$ cat src/rtl/mmio_io_ctrl.sv
// Memory-mapped I/O controller: synchronised switch input, LED register, sticky change flag.
// Latency: reads are combinational in the MREAD cycle; SW reaches the read path 3 edges after a change.
// Backpressure: none; every bus command is accepted in its own cycle. Optional debounce: MMIO_DEBOUNCE_EN.
module mmio_io_ctrl #(
    parameter int              ADDR_W    = 9,
    parameter int              DATA_W    = 16,
    parameter int              SW_W      = 8,
    parameter int              LED_W     = 8,
    parameter logic [ADDR_W-1:0] SW_ADDR   = 9'h140,
    parameter logic [ADDR_W-1:0] STAT_ADDR = 9'h141,
    parameter logic [ADDR_W-1:0] LED_ADDR  = 9'h100,
    parameter int              DB_CYCLES = 16
) (
    input  logic              clk,
    input  logic              reset,
    input  logic [1:0]        mem_cmd,
    input  logic [ADDR_W-1:0] mem_addr,
    input  logic [DATA_W-1:0] write_data,
    input  logic [SW_W-1:0]   SW,
    output logic [DATA_W-1:0] read_data,
    output logic              read_en,
    output logic [LED_W-1:0]  LEDR,
    output logic              sw_changed
);

    localparam logic [1:0] MREAD  = 2'b01;
    localparam logic [1:0] MWRITE = 2'b10;

    // Parameter sanity: bad configurations stop elaboration.
    if (SW_W > DATA_W) begin : g_chk_sw_w
        $error("mmio_io_ctrl: SW_W must not exceed DATA_W");
    end
    if (LED_W > DATA_W) begin : g_chk_led_w
        $error("mmio_io_ctrl: LED_W must not exceed DATA_W");
    end
    if (SW_ADDR == STAT_ADDR || SW_ADDR == LED_ADDR || STAT_ADDR == LED_ADDR) begin : g_chk_addr
        $error("mmio_io_ctrl: register addresses must be distinct");
    end
    if (DB_CYCLES < 1) begin : g_chk_db
        $error("mmio_io_ctrl: DB_CYCLES must be at least 1");
    end

    // Write data above the LED field is never stored.
    if (LED_W < DATA_W) begin : g_wd_hi
        logic unused_wd_hi;
        assign unused_wd_hi = ^write_data[DATA_W-1:LED_W];
    end

    logic [SW_W-1:0]  sync1_q, sync1_d;
    logic [SW_W-1:0]  sw_s_q, sw_s_d;
    logic [SW_W-1:0]  sw_val_q, sw_val_d;
    logic [SW_W-1:0]  sw_prev_q, sw_prev_d;
    logic [LED_W-1:0] led_q, led_d;
    logic             sw_changed_q, sw_changed_d;
    logic             db_busy;

    logic is_rd, is_wr, hit_sw, hit_stat, hit_led, stat_rd;

    assign is_rd    = (mem_cmd == MREAD);
    assign is_wr    = (mem_cmd == MWRITE);
    assign hit_sw   = (mem_addr == SW_ADDR);
    assign hit_stat = (mem_addr == STAT_ADDR);
    assign hit_led  = (mem_addr == LED_ADDR);
    // Clear-on-read fires on the edge that completes a status read.
    assign stat_rd  = is_rd && hit_stat;

`ifdef MMIO_DEBOUNCE_EN
    localparam int               CNT_W   = $clog2(DB_CYCLES + 1);
    localparam logic [CNT_W-1:0] CNT_MAX = CNT_W'(DB_CYCLES);

    logic [SW_W-1:0]  cand_q, cand_d;
    logic [CNT_W-1:0] cnt_q, cnt_d;

    // Debounce: restart the count whenever the synchronised input moves, publish once it held long enough.
    always_comb begin
        cand_d = sw_s_q;
        cnt_d  = cnt_q;
        if (sw_s_q != cand_q) begin
            cnt_d = '0;
        end else if (cnt_q != CNT_MAX) begin
            cnt_d = cnt_q + CNT_W'(1);
        end
        sw_val_d = (cnt_q == CNT_MAX) ? cand_q : sw_val_q;
        db_busy  = (sw_s_q != sw_val_q);
    end

    // Debounce state; an in-flight count is dropped on reset.
    always_ff @(posedge clk or posedge reset) begin
        if (reset) begin
            cand_q <= '0;
            cnt_q  <= '0;
        end else begin
            cand_q <= cand_d;
            cnt_q  <= cnt_d;
        end
    end
`else
    // Without debounce the published value is simply the synchroniser output one edge later.
    always_comb begin
        sw_val_d = sw_s_q;
        db_busy  = 1'b0;
    end
`endif

    // Next state for synchroniser, change detector, sticky flag and LED register.
    always_comb begin
        sync1_d   = SW;
        sw_s_d    = sync1_q;
        sw_prev_d = sw_val_q;
        // A change detected on the clearing edge wins over the clear.
        sw_changed_d = (sw_val_q != sw_prev_q) || (sw_changed_q && !stat_rd);
        led_d        = (is_wr && hit_led) ? write_data[LED_W-1:0] : led_q;
    end

    // State registers; everything returns to zero immediately on reset.
    always_ff @(posedge clk or posedge reset) begin
        if (reset) begin
            sync1_q      <= '0;
            sw_s_q       <= '0;
            sw_val_q     <= '0;
            sw_prev_q    <= '0;
            led_q        <= '0;
            sw_changed_q <= 1'b0;
        end else begin
            sync1_q      <= sync1_d;
            sw_s_q       <= sw_s_d;
            sw_val_q     <= sw_val_d;
            sw_prev_q    <= sw_prev_d;
            led_q        <= led_d;
            sw_changed_q <= sw_changed_d;
        end
    end

    // Read decode: claims only mapped reads and returns zero whenever it does not own the read.
    always_comb begin
        read_en   = is_rd && (hit_sw || hit_stat || hit_led);
        read_data = '0;
        if (is_rd) begin
            if (hit_sw) begin
                read_data = DATA_W'(sw_val_q);
            end else if (hit_stat) begin
                read_data = DATA_W'({db_busy, sw_changed_q});
            end else if (hit_led) begin
                read_data = DATA_W'(led_q);
            end
        end
    end

    assign LEDR       = led_q;
    assign sw_changed = sw_changed_q;

endmodule
$ cat config.mk
export PLATFORM = sky130hd
export DESIGN_NAME = mmio_io_ctrl
export DESIGN_NICKNAME = d
export VERILOG_FILES = /design/src/rtl/mmio_io_ctrl.sv
export SDC_FILE = /design/constraint.sdc
export NUM_CORES = 1
export LEC_CHECK = 0
export ABC_AREA = 1
export ABC_CLOCK_PERIOD_IN_PS = 1460
export CAP_MARGIN = 20
export CORE_ASPECT_RATIO = 0.75
export CORE_MARGIN = 3
export CORE_UTILIZATION = 25
export DETAILED_ROUTE_END_ITERATION = 8
export GPL_ROUTABILITY_DRIVEN = 0
export GPL_TIMING_DRIVEN = 1
export HOLD_SLACK_MARGIN = 0.06
export PLACE_DENSITY_LB_ADDON = 0.2
export SLEW_MARGIN = 20
export SYNTH_ARGS = -nofsm -noshare
export SYNTH_HDL_FRONTEND = slang
export SYNTH_SLANG_ARGS = --single-unit
$ cat constraint.sdc
create_clock -name clk -period 1.46 [get_ports clk]
set_input_delay 0.292 -clock clk [delete_from_list [all_inputs] [get_ports clk]]
set_output_delay 0.292 -clock clk [all_outputs]
set_load 0.05 [all_outputs]
* Yosys cells after proc, flatten, opt, wreduce, memory -nomap -nowiden
Index checks and enable logic that the tools add are counted.
** Word-level totals
- Input port bits :: 37
- Register bits after elaboration :: 41
- Output and inout port bits :: 26
** Operators by class
- Reductions and logical operators :: 8
- Equal/unequal tests :: 6
- Muxes and demuxes :: 4
** Operators with widths (count)
- 8-bit two-way mux :: 4
- 9-bit equality test, second input constant :: 3
- 8-bit inequality test :: 1
- 1-bit logical AND :: 4
- 1-bit logical OR :: 3
- 2-bit by 1-bit equality test with 1-bit output, second input constant :: 1
- 2-bit equality test, second input constant :: 1
- 1-bit logical NOT :: 1

* Logic depth before layout (Yosys ltp)
- Depth after elaboration :: 5
- Mapped depth :: 7
- Depth with buffers taken out :: 7

* Worst setup path after synthesis
No wires, ideal clock.
- Kind :: input-to-output
- Start :: input port mem_addr[1]
- End :: output port read_data[1]
- Slack :: -0.496 ns
- Stages on the path :: 7
- Arrival :: 1.664 ns
- Required time :: 1.168 ns
- Path buffers :: 0
- Cells stage by stage :: inv_1 -> nand2_8 -> inv_1 -> nand3_1 -> nor2_4 -> nand2_1 -> a21oi_1
** On the way
- Longest elaborated chain between the ends :: 5
- Elaborated cells on any way between the ends :: 7
- Classes of those cells :: eq/ne: 3; mux: 4
** RTL lines
- start: declaration :: line 17 : input logic [ADDR_W-1:0] mem_addr,
- 9-bit equality test :: line 63 : assign hit_led = (mem_addr == LED_ADDR);
- 8-bit two-way mux :: line 143 : end else if (hit_led) begin
- 8-bit two-way mux :: line 141 : end else if (hit_stat) begin
- 8-bit two-way mux * :: line 139 : if (hit_sw) begin
- 8-bit two-way mux * :: line 138 : if (is_rd) begin
- end: declaration :: line 20 : output logic [DATA_W-1:0] read_data,
Mark *: on every way between the ends. The rest lies on a longest branch, timed or not.

* Final worst setup path
- Start :: input port mem_addr[2]
- End :: output port read_data[0]
The elaborated chain is that of the path after synthesis.

==> implementation parameters <==
Parameter                              Value

Outcome
  Result of the run ... complete, but fails checks
  Failing checks ... negative setup slack

Power
  Worst VDD drop ... 454.7 uV
  Static leakage ... 1.211 nW
  Post-layout power ... 2.446 mW
  Power Dens Cells ... 831.3 nW/um2

Clocking
  Clock slew at the register clock pins of the worst setup and hold paths ... 80 ps
  Buffer depth of the longest clock path ... 2
  Hold Buf Count CTS ... 0
  Clk sink count ... 41
  Clock tree from TritonCTS ... built
  Root Driver ... clkbuf_8
  Cts bufs inserted ... 5
  Worst-skew pair later-pin latency ... 290 ps
  H-tree levels ... 2

STA
  Count of endpoints failing setup in the final report ... 9
  Final clock skew ... 4.573 ps
  Slew Viols, Final ... 0
  Crit path setup slack, layout ... -213.2 ps
  Maximum clock frequency ... 597.6 MHz
  Period Utilization, post-route ... 114.6%
  Unrepaired setup endpoints after global routing ... true
  Setup TNS Final ... -1597 ps
  Number of hold violations in the final report ... 0
  Final worst path period need ... 1673 ps

Route
  1st-iter DRT viols ... 24
  Routed via count divided by cell count ... 3.980
  Via count ... 1178
  Drt wl/cell ... 11.75 um
  Number of search-and-repair iterations in the first detailed-routing pass ... 2
  DRC violation count after routing ... 0
  Detailed Route WL ... 3.479 mm
  Detail Route Antenna Nets ... 0

Synthesis
  Cell area after technology mapping ... 1658 um2
  Cells after synthesis ... 142
  Async S/R FF share, synth ... 100.0%
  Sequential fraction of the synthesis area ... 61.89%
  Synth Area per Inst ... 11.67 um2
  Area share of the leading cell type in the synthesized netlist ... 61.89%
  Count of flip-flops with a built-in enable after synthesis ... 0
  Top FF cell, synth ... dfrtp_1
  Total of flip-flops plus latches after synthesis ... 41
  Area contributors post-synth ... dfrtp_1, o21ai_2, xnor2_1, nand2_1, buf_4
  Most common library cells after synthesis ... dfrtp_1, nand2_1, inv_1
  Top cell type by total area after synthesis ... dfrtp_1
  Count of warnings emitted by yosys ... 0
  Most common cell in the synthesized netlist ... dfrtp_1
  Unique cell type count in the Yosys netlist ... 24

Worst setup path
  Levels on crit path ... 7
  Worst Path Required ... 1170 ps
  Depth of the worst register-to-register path ... 4
  Setup slack of the worst register-to-register path ... 460 ps
  RR Startpoint ... sw_prev_d[5]
  Worst path bufs/invs ... 2
  Classification of the worst setup path ... input port to primary output
  Cell with the most instances on the worst path ... nor2_4
  Startpoint type of the worst setup path ... input port
  Termination of the worst setup path ... read_data[0]
  Slowest cell on the critical path ... nor2_4
  Crit path max fanout ... 5
  End of the worst register-to-register path ... sw_changed
  Max incr delay on CP ... 260 ps
  CP Data Arrival Time ... 1380 ps
  Critical path launch point ... mem_addr[2]
  Nature of the critical path endpoint ... primary output
  Top cell family by delay on the critical path ... simple AND/OR/NAND/NOR gates
  Cells along the critical path ... buf_2 -> nor2_4 -> nand2_4 -> nor2_4 -> nand3_4 -> a21oi_4 -> buf_12

GRT
  First-pass GRT wire length ... 5.768 mm
  Number of global-route vias before repair ... 1167
  Overflow after GRT ... 0
  Largest net degree at the start of global routing ... 42
  Antenna violations before repair ... 0
  Global-route usage over all layers ... 9.619%

Layout
  Sequential standard cell area ... 1027 um2
  Count of antenna diodes in the layout ... 0
  Area Growth Syn to Fin ... 77.51%
  Area used by multi-input combinational logic ... 784.5 um2
  Layout fillers ... 592
  Number of nets at the end of the flow ... 251
  Ratio of cells with drive above 1 in the final layout ... 51.16%

Hold path
  Worst hold path type ... input port to flip-flop
  Hold path cells ... 5

Floorplanning
  Rows ... 25
  Area of the core ... 6350 um2
  Die Wd ... 100.0 um
  Count of boundary I/O pins ... 63
  Die Span Y ... 76.53 um
  Starting Density ... 26.11%
  Die Area ... 7655 um2

Job
  Max Cap Violations ... 0

Placed design
  Half-perimeter wire length of the detailed placement result ... 2.526 mm
  Number of port buffers ... 46
worst reg2reg max path, stage by stage, from the launching register on:
cell	delay (ps)
dfrtp_1	420
xnor2_1	200
nand4_1	120
nor2_1	110
nand2_1	60
state kept, by name, summed over array words and instances, names as in the netlist:
signal / flops
LEDR: 8
sw_prev_q: 8
sw_s_d: 8
sw_s_q: 8
sw_changed: 1
sw_prev_d: 8
where the power goes:
group	switching, mW	total, mW	internal, mW
Sequential	0.0289	1.21	1.18
Clock	0.395	0.908	0.513
Combinational	0.175	0.327	0.152
Total	0.599	2.45	1.85
layout by cell type (no fill, tap or decap), types with 4 or more instances in the layout:
cell type and instances:
dfrtp_1 40, buf_12 21, clkdlybuf4s50_1 17, inv_1 11, buf_4 11, nand2_2 10
nand3_4 10, buf_6 10, nand2_1 9, a21oi_4 8, xnor2_1 8, o21ai_2 8
conb_1 8, nor2_4 5, clkbuf_8 5, inv_2 4
final cells by class:
cell class                      count  area share [%]
Sequential cell                    41           34.91
Timing Repair Buffer               66           28.61
Multi-Input combinational cell     82           26.66
Tap cell                           81           3.444
Inverter                           18           2.594
Clock buffer                        6           2.466
Clock inverter                      2           1.318
metal layers:
metal / routed length, um / part of all wire, % / global-route usage (%)
met5: 0 / 0 / 0
met4: 38 / 1.1 / 3.634
met3: 289 / 8.3 / 3.294
met2: 1487 / 43 / 13.12
met1: 1663 / 48 / 13.92
logic make-up (layout without fill, tap and decap cells):
logic type                Yosys count  count (layout)  synth area share [%]
other                               1               8                0.2262
DFF                                41              41                 61.89
xor gates and xnor gates            8               8                 4.227
AOI/OAI and AO/OA                  18              18                 7.699
and+or+nand+nor                    47              48                 17.58
buffers and inverters              27              92                 8.378
per-stage QoR:
step	worst slack, ps	utilization, %	instance area, um2	cells	hold WS (ps)
floorplan	-65.14	-	1827	149	323.4
CTS	-233.5	46.19	2933	296	353.6
global placement	-614.3	41.69	2648	282	332.7
finish	-213.2	46.34	2943	296	336.2
detailed placement	-616.5	41.69	2648	282	335.5
global route	-271.7	46.34	2943	296	357.1
repair_timing:
item / in CTS / in global routing
pin swaps: 25 / 19
resized for setup: 62 / 9
setup buffers: 4 / 1
gates cloned: 2 / 0
hold endpoints to repair: 0 / 0
setup endpoints to repair: 17 / 9
worst min path at each step:
| stage | startpoint | end |
|---|---|---|
| floorplan | SW[0] | sw_s_d[0] |
| global placement | sw_s_q[6] | sw_prev_d[6] |
| detailed placement | sw_s_q[1] | sw_prev_d[1] |
| CTS | reset | sw_s_d[5] |
| global route | sw_s_q[1] | sw_prev_d[1] |
| finish | mem_addr[3] | sw_changed |
Power figures use the tool's default switching activity.
